**src/rtl/bounded_count_array.sv**
```systemverilog
`default_nettype none
// ============================================================================
// bounded_count_array : per-channel bounded up-counters with programmable
//                       limit/guard, wrap or saturate, sticky guard violation.
// Revision 1.0
// ============================================================================
module bounded_count_array #(
   parameter int N_CH      = 4,
   parameter int W         = 15,
   parameter int LIMIT_RST = 399,
   parameter int GUARD_RST = 500,
   parameter int CW        = (N_CH > 1) ? $clog2(N_CH) : 1
) (
   input  logic              clk,
   input  logic              rst,
   input  logic [N_CH-1:0]   sel,
   input  logic [N_CH-1:0]   mode_wrap,
   input  logic              cfg_valid,
   output logic              cfg_ready,
   input  logic [CW-1:0]     cfg_ch,
   input  logic [W-1:0]      cfg_limit,
   input  logic [W-1:0]      cfg_guard,
   output logic [N_CH*W-1:0] count,
   output logic [N_CH-1:0]   done,
   output logic [N_CH-1:0]   wrap_pulse,
   output logic [N_CH-1:0]   viol
);

   localparam logic [W-1:0] c_limit_rst = W'(LIMIT_RST);
   localparam logic [W-1:0] c_guard_rst = W'(GUARD_RST);

   logic cfg_ready_q;
   logic cfg_ready_d;
   logic w_cfg_fire;

   // One dead cycle after every accepted write caps the config rate at 1/2.
   always_comb begin
      w_cfg_fire  = cfg_valid && cfg_ready_q;
      cfg_ready_d = !w_cfg_fire;
   end

   always_ff @(posedge clk or negedge rst) begin
      if (!rst) begin
         cfg_ready_q <= 1'b1;
      end else begin
         cfg_ready_q <= cfg_ready_d;
      end
   end

   assign cfg_ready = cfg_ready_q;

   generate
      for (genvar c = 0; c < N_CH; c++) begin : g_ch
         localparam logic [CW-1:0] c_idx = CW'(c);

         logic [W-1:0] count_q, count_d;
         logic [W-1:0] limit_q, limit_d;
         logic [W-1:0] guard_q, guard_d;
         logic         done_q, done_d;
         logic         wrap_q, wrap_d;
         logic         viol_q, viol_d;
         logic         w_hit;

         always_comb begin
            w_hit   = w_cfg_fire && (cfg_ch == c_idx);
            count_d = count_q;
            limit_d = limit_q;
            guard_d = guard_q;
            wrap_d  = 1'b0;
            viol_d  = viol_q;
            if (w_hit) begin
               count_d = '0;
               limit_d = cfg_limit;
               guard_d = cfg_guard;
               viol_d  = 1'b0;
            end else begin
               if ((count_q < limit_q) && (count_q >= guard_q)) begin
                  viol_d = 1'b1;
               end
               if (sel[c]) begin
                  if (count_q < limit_q) begin
                     count_d = count_q + W'(1);
                  end else if ((count_q == limit_q) && mode_wrap[c]) begin
                     count_d = '0;
                     wrap_d  = 1'b1;
                  end
               end
            end
            done_d = (count_d == limit_d) && !mode_wrap[c];
         end

         always_ff @(posedge clk or negedge rst) begin
            if (!rst) begin
               count_q <= '0;
               limit_q <= c_limit_rst;
               guard_q <= c_guard_rst;
               done_q  <= 1'b0;
               wrap_q  <= 1'b0;
               viol_q  <= 1'b0;
            end else begin
               count_q <= count_d;
               limit_q <= limit_d;
               guard_q <= guard_d;
               done_q  <= done_d;
               wrap_q  <= wrap_d;
               viol_q  <= viol_d;
            end
         end

         assign count[c*W +: W] = count_q;
         assign done[c]         = done_q;
         assign wrap_pulse[c]   = wrap_q;
         assign viol[c]         = viol_q;
      end
   endgenerate

endmodule
`default_nettype wire
```
**config.mk**
```make
export PLATFORM = sky130hd
export DESIGN_NAME = bounded_count_array
export DESIGN_NICKNAME = d
export VERILOG_FILES = /design/src/rtl/bounded_count_array.sv
export SDC_FILE = /design/constraint.sdc
export NUM_CORES = 1
export LEC_CHECK = 0
export ABC_AREA = 1
export CORE_MARGIN = 2
export CORE_UTILIZATION = 65
export CTS_CLUSTER_SIZE = 30
export DETAILED_ROUTE_END_ITERATION = 10
export PLACE_DENSITY = 0.88
export RECOVER_POWER = 50
export SLEW_MARGIN = 20
export SYNTH_ARGS = -nofsm -noshare
export SYNTH_HDL_FRONTEND = slang
export SYNTH_SLANG_ARGS = --single-unit
```
**constraint.sdc**
```tcl
create_clock -name clk -period 5.16 [get_ports clk]
set_clock_uncertainty 0.15 [all_clocks]
set_input_delay 1.032 -clock clk [delete_from_list [all_inputs] [get_ports clk]]
set_output_delay 1.032 -clock clk [all_outputs]
set_load 0.02 [all_outputs]
```
==> results.json, run 1 <==
{
  "hp-class": "flop to flop",
  "slew_headroom": -1.01,
  "p_per_area_nw_per_um2": 591,
  "cap_violations": 3,
  "critPathLaunchType": "input pin",
  "worstSetupPathType": "input pin to flop",
  "dr.pass1.iters": 8,
  "ir_worst_vdd_mv": 0.360,
  "cts_hold_buf": 0,
  "gp_congestion": 0.952,
  "ys.flop_type": "dfrtp_1",
  "rsz0062_at_grt": "false",
  "synth_warnings": 0,
  "avgSynthCellArea_um2": 6.69,
  "layout_commonest_cell": "nand2_1",
  "synth_area_leader_cell": "dfrtp_1",
  "crit_arrival_ps": 4470,
  "synth_nets": 2358,
  "violations": "capacitance limit, slew limit",
  "grt.total_usage": 0.371,
  "multi_input_area_um2": 7900,
  "total_leakage_power_nw": 8.87,
  "cts_tree": "built",
  "ys_seq_elements": 193,
  "slew_violations": 205,
  "async_flop_share": 1.00,
  "critPathRequiredTime_ps": 5390,
  "drive_above_1_share": 0.0553,
  "drc": 0,
  "synth_area_um2": 14700,
  "period_needed_ps": 4250,
  "die_h_um": 154,
  "hold_violations": 0,
  "layout_common_cells": "nand2_1, inv_1, nand3_1",
  "die_w_um": 154,
  "clock_sinks": 193,
  "fmax_mhz": 235,
  "post-route-util": 0.749,
  "drtAntennaViolNets": 0,
  "drt-initial-drc-count": 1343,
  "status": "finished, violations left",
  "antenna_found_initial": 5,
  "htreeDepth": 4,
  "hold_ws_ps": 346,
  "clock_latency_ps": 440,
  "clk_path_buf_depth": 2,
  "setup_viol": 0,
  "cts_resized": 0,
  "grt_pass1_vias": 14058,
  "synth_area_leaders": "dfrtp_1, nand2_1, ha_1",
  "post_cts_buffers": 0,
  "grt_max_degree": 114,
  "wl_per_cell_um": 16.9,
  "synth_top_cell_area_share": 0.246,
  "final.setup.tns_ps": 0,
  "totalWireLength_um": 43300,
  "cts.reportedPaths.clkPinSlew_ps": 70,
  "root_buffer": "clkbuf_16",
  "area_growth_pct": 12.1,
  "synth_cells": 2191,
  "critPathCaptureType": "flop",
  "total_power_mw": 9.72,
  "placement.io_buffers": 115,
  "yosysSeqAreaShare": 0.334,
  "nets": 2433,
  "synth_cell_type_count": 42,
  "grt_pass1_wl_um": 70000,
  "nFillCells": 1747,
  "synth_enable_flop_cells": 0,
  "post-route-period-util": 0.823,
  "overflow": 0,
  "num_vias": 14648,
  "cp_max_fo": 44,
  "worstMarginPinSlew_ps": 3020,
  "io_pins": 116,
  "via_per_inst": 5.72,
  "hpwl_um": 31500,
  "core_area_um2": 22000,
  "seqCellArea_um2": 4890,
  "rows": 54,
  "die-area_um2": 23800,
  "initial_utilization": 0.668,
  "cts-buffers-inserted": 17
}
-- synth_stat cells (9+ instances only) --
cell	count
ha_1	124
dfstp_2	49
nor2_1	158
nand3_1	208
clkbuf_1	26
nand2_1	656
buf_2	23
or2_0	9
xor2_1	22
buf_4	13
inv_1	386
dfrtp_1	144
o21ai_0	119
o21ai_1	21
a21oi_1	113
nand4_1	39
inv_2	10
-- critical path, cell delays in order --
cell,delay [ps]
dlygate4sd3_1,520
nand2_1,200
nor3_1,310
clkbuf_1,1400
or2_2,290
o21ai_0,110
nand3_1,140
nand2_1,60
nor2_1,100
nand2_1,50
nor2_1,80
nand2_1,60
nor2_1,110
-- cell type report --
type	count	share of cell area
Antenna cell	3	0.000457
Tap cell	280	0.0213
Clock inverter	9	0.00647
Multi-Input combinational cell	1533	0.480
Sequential cell	193	0.298
Clock buffer	23	0.0291
Timing Repair Buffer	124	0.0741
Inverter	397	0.0907
-- per-stage QoR --
stage,cells,area [um2],setup WS [ps]
detailed placement,2527,15900,1550
CTS,2559,16500,1800
floorplan,2191,14700,2610
finish,2562,16400,913
global route,2559,16400,745
global placement,2527,15900,1570
-- registers in the layout, indices dropped and copies added (netlist names) --
register / flops
cfg_ready: 1
g_ch.count_q: 60
g_ch.done_q: 4
g_ch.guard_q: 60
g_ch.limit_q: 60
g_ch.viol_q: 4
g_ch.wrap_q: 4
-- final timing paths --
path / from / to / slack, ps / cells past startpoint
max reg2reg: cfg_ready$_DFF_PN1_ / g_ch[0].done_q$_DFF_PN0_ / 1490 / 12
max in group asynchronous: rst / g_ch[3].viol_q$_DFFE_PN0P_ / 1690 / 1
min reg2reg: g_ch[2].guard_q[0]$_DFFE_PN0P_ / g_ch[2].guard_q[0]$_DFFE_PN0P_ / 350 / 2
min in group asynchronous: rst / g_ch[1].count_q[6]$_DFF_PN0_ / 1350 / 1
min: g_ch[2].guard_q[0]$_DFFE_PN0P_ / g_ch[2].guard_q[0]$_DFFE_PN0P_ / 350 / 2
max: cfg_valid / g_ch[0].done_q$_DFF_PN0_ / 910 / 13
-- report_power, final --
| group | internal [mW] | switching, mW | total (mW) |
|---|---|---|---|
| registers | 2.01 | 0.783 | 2.79 |
| clock network | 0.753 | 0.603 | 1.36 |
| logic | 2.11 | 3.46 | 5.57 |
-- kinds of logic after synthesis --
family	after synthesis	synth area share
DFF	193	0.334
adders and majority gates	124	0.106
xor gates and xnor gates	23	0.0137
buffers and inverters	465	0.126
AOI/OAI and AO/OA	271	0.0971
and+or+nand+nor	1115	0.324
-- layer usage --
layer,track usage,up-vias,part of all wire
met4,0.196,4,0.051
met1,0.496,6741,0.41
met3,0.0667,140,0.096
li1,-,7044,-
met5,0,-,0.00067
met2,0.579,719,0.44
No activity file was read; power rests on OpenSTA's default activity.
==> inputs of run 2 (changes only) <==
--- a/config.mk
+++ b/config.mk
@@ -7,10 +7,10 @@
 export LEC_CHECK = 0
 export ABC_AREA = 1
 export CORE_MARGIN = 2
-export CORE_UTILIZATION = 65
+export CORE_UTILIZATION = 60
 export CTS_CLUSTER_SIZE = 30
 export DETAILED_ROUTE_END_ITERATION = 10
-export PLACE_DENSITY = 0.88
+export PLACE_DENSITY = 0.82
 export RECOVER_POWER = 50
 export SLEW_MARGIN = 20
 export SYNTH_ARGS = -nofsm -noshare
==> constraint.sdc (replaced) <==
create_clock -name clk -period 4.27 [get_ports clk]
set_clock_uncertainty 0.15 [all_clocks]
set_input_delay 0.854 -clock clk [delete_from_list [all_inputs] [get_ports clk]]
set_output_delay 0.854 -clock clk [all_outputs]
set_load 0.02 [all_outputs]
==> run 2 against run 1 <==
  * The flow still finishes with violations (capacitance limit, slew limit)
  * Final cell count increased by 2.0%
  * Power up 21%
  * Register-to-register slack lost 500 ps
  * Hold slack improved by 2.5 ps
  * Sequential share of layout area down 0.22 points
  * Via count increased by 0.24%
  * Critical path depth grew 1
  * Cell area grew 0.75%
  * Largest cell class unchanged
==> results.json, run 2 (synthesized netlist as in run 1, its figures left out) <==
{
  "top_usage_layer": "met2",
  "post-route-period-util": 0.785,
  "gr-usage-met2": 0.544,
  "clock_latency_ps": 450,
  "final.setup.tns_ps": 0,
  "drtAntennaViolNets": 0,
  "root_buffer": "clkbuf_16",
  "slowest_delay_ps": 520,
  "worstSetupPathType": "input pin to flop",
  "placement.io_buffers": 115,
  "worstMarginPinSlew_ps": 2510,
  "clkPwrFrac": 0.140,
  "cts-buffers-inserted": 17,
  "grt_pass1_vias": 14140,
  "switching_power_mw": 5.89,
  "clk_path_buf_depth": 2,
  "ir_worst_vdd_mv": 0.412,
  "post-route-util": 0.685,
  "crit_arrival_ps": 3580,
  "total_leakage_power_nw": 8.91,
  "p_per_area_nw_per_um2": 709,
  "cellInternalPower_mw": 5.86,
  "clock_sinks": 193,
  "hpwl_um": 31600,
  "initial_utilization": 0.606,
  "overflow": 0,
  "die_h_um": 160,
  "drt-initial-drc-count": 1238,
  "setup_viol": 0,
  "num_vias": 14683,
  "critPathCaptureType": "flop",
  "io_pins": 116,
  "area_growth_pct": 13.0,
  "hold_violations": 0,
  "antenna_found_initial": 2,
  "slew_violations": 96,
  "layout_commonest_cell": "nand2_1",
  "power.share.combinational": 0.572,
  "cap_violations": 1,
  "die-area_um2": 25700,
  "gp_congestion": 0.960,
  "core_area_um2": 24200,
  "wl_per_cell_um": 16.6,
  "nets": 2440,
  "status": "finished, violations left",
  "grt.total_usage": 0.342,
  "layout_common_cells": "nand2_1, inv_1, nand3_1",
  "via_per_inst": 5.62,
  "rsz0062_at_grt": "false",
  "slowest_stage": "dlygate4sd3_1",
  "rows": 57,
  "grt_pass1_wl_um": 70300,
  "path_common_cell": "nand2_1",
  "grt_max_degree": 97,
  "slew_headroom": -0.670,
  "die_w_um": 160,
  "dr.pass1.iters": 5,
  "drc": 0,
  "hp-class": "flop to flop",
  "cts_tree": "built",
  "cts.reportedPaths.clkPinSlew_ps": 70,
  "swShare": 0.501,
  "power_frac_seq": 0.288,
  "period_needed_ps": 3350,
  "fmax_mhz": 299,
  "cp_max_fo": 18,
  "violations": "capacitance limit, slew limit",
  "critPathRequiredTime_ps": 4500,
  "cts_hold_buf": 0,
  "met1_usage": 0.444,
  "cts_resized": 0,
  "post_cts_buffers": 0,
  "critPathLaunchType": "input pin",
  "totalWireLength_um": 43400,
  "path_cells": "dlygate4sd3_1, nand2_1, nor3_1, inv_1, or2_2, o21ai_1, inv_1, nand2_1, nand2_1, inv_1, nand2_1, nor2_1, nand2_1, nor2_1",
  "multi_input_area_um2": 7900,
  "drive_above_1_share": 0.0591,
  "reg_top3": "g_ch.count_q: 60 flops, g_ch.guard_q: 60 flops, g_ch.limit_q: 60 flops",
  "htreeDepth": 4,
  "nFillCells": 2063,
  "seqCellArea_um2": 4890,
  "grt_use_met3": 0.0571
}
## run 2: through the flow
stage          total power, mW  hold slack (ps)  cells  setup WS [ps]  instance area, um2
2_1_floorplan             7.81              307   2191           1860               14700
3_3_place_gp              9.67              326   2578            856               16000
3_5_place_dp              9.94              338   2578            868               16000
4_1_cts                   11.6              356   2610           1030               16600
5_1_grt                   12.8              381   2610            504               16600
6_report                  11.7              348   2612            920               16600
## run 2: final timing paths
path / from / to / slack [ps] / cells after the start
setup / recovery: cfg_valid / g_ch[3].done_q$_DFF_PN0_ / 920 / 14
hold / removal: g_ch[2].guard_q[0]$_DFFE_PN0P_ / g_ch[2].guard_q[0]$_DFFE_PN0P_ / 350 / 2
setup reg to reg: g_ch[1].count_q[11]$_DFF_PN0_ / g_ch[1].done_q$_DFF_PN0_ / 990 / 17
hold reg to reg: g_ch[2].guard_q[0]$_DFFE_PN0P_ / g_ch[2].guard_q[0]$_DFFE_PN0P_ / 350 / 2
max in group asynchronous: rst / g_ch[0].count_q[7]$_DFF_PN0_ / 1020 / 2
min in group asynchronous: rst / g_ch[1].limit_q[5]$_DFF_PN0_ / 990 / 1
## run 2: worst max-delay path: cells and delay by family
kind / cells / cell delay (ps)
compound gates: 1 / 120
buf+inv: 4 / 1060
simple gates: 9 / 1530
## run 2: layer usage
| metal | share of wire | wire [um] |
|---|---|---|
| met4 | 0.056 | 2450 |
| met3 | 0.084 | 3640 |
| met2 | 0.45 | 19700 |
| met5 | 0.00035 | 15 |
| met1 | 0.41 | 17700 |
## run 2: power groups by stage
stage	clock, mW	sequential, mW	combinational [mW]
floorplan	0	3.37	4.45
global placement	0	3.34	6.32
detailed placement	0	3.36	6.57
CTS	1.65	3.33	6.65
global route	1.72	3.43	7.61
finish	1.64	3.38	6.72
## run 2: layout make-up
| class | count | share of cell area |
|---|---|---|
| inverter | 397 | 0.0900 |
| clock buffer | 19 | 0.0261 |
| tap | 324 | 0.0245 |
| sequential | 193 | 0.295 |
| multi-input combinational | 1533 | 0.477 |
| timing repair buffer | 131 | 0.0778 |
| antenna | 2 | 0.000302 |
| clock inverter | 13 | 0.00922 |
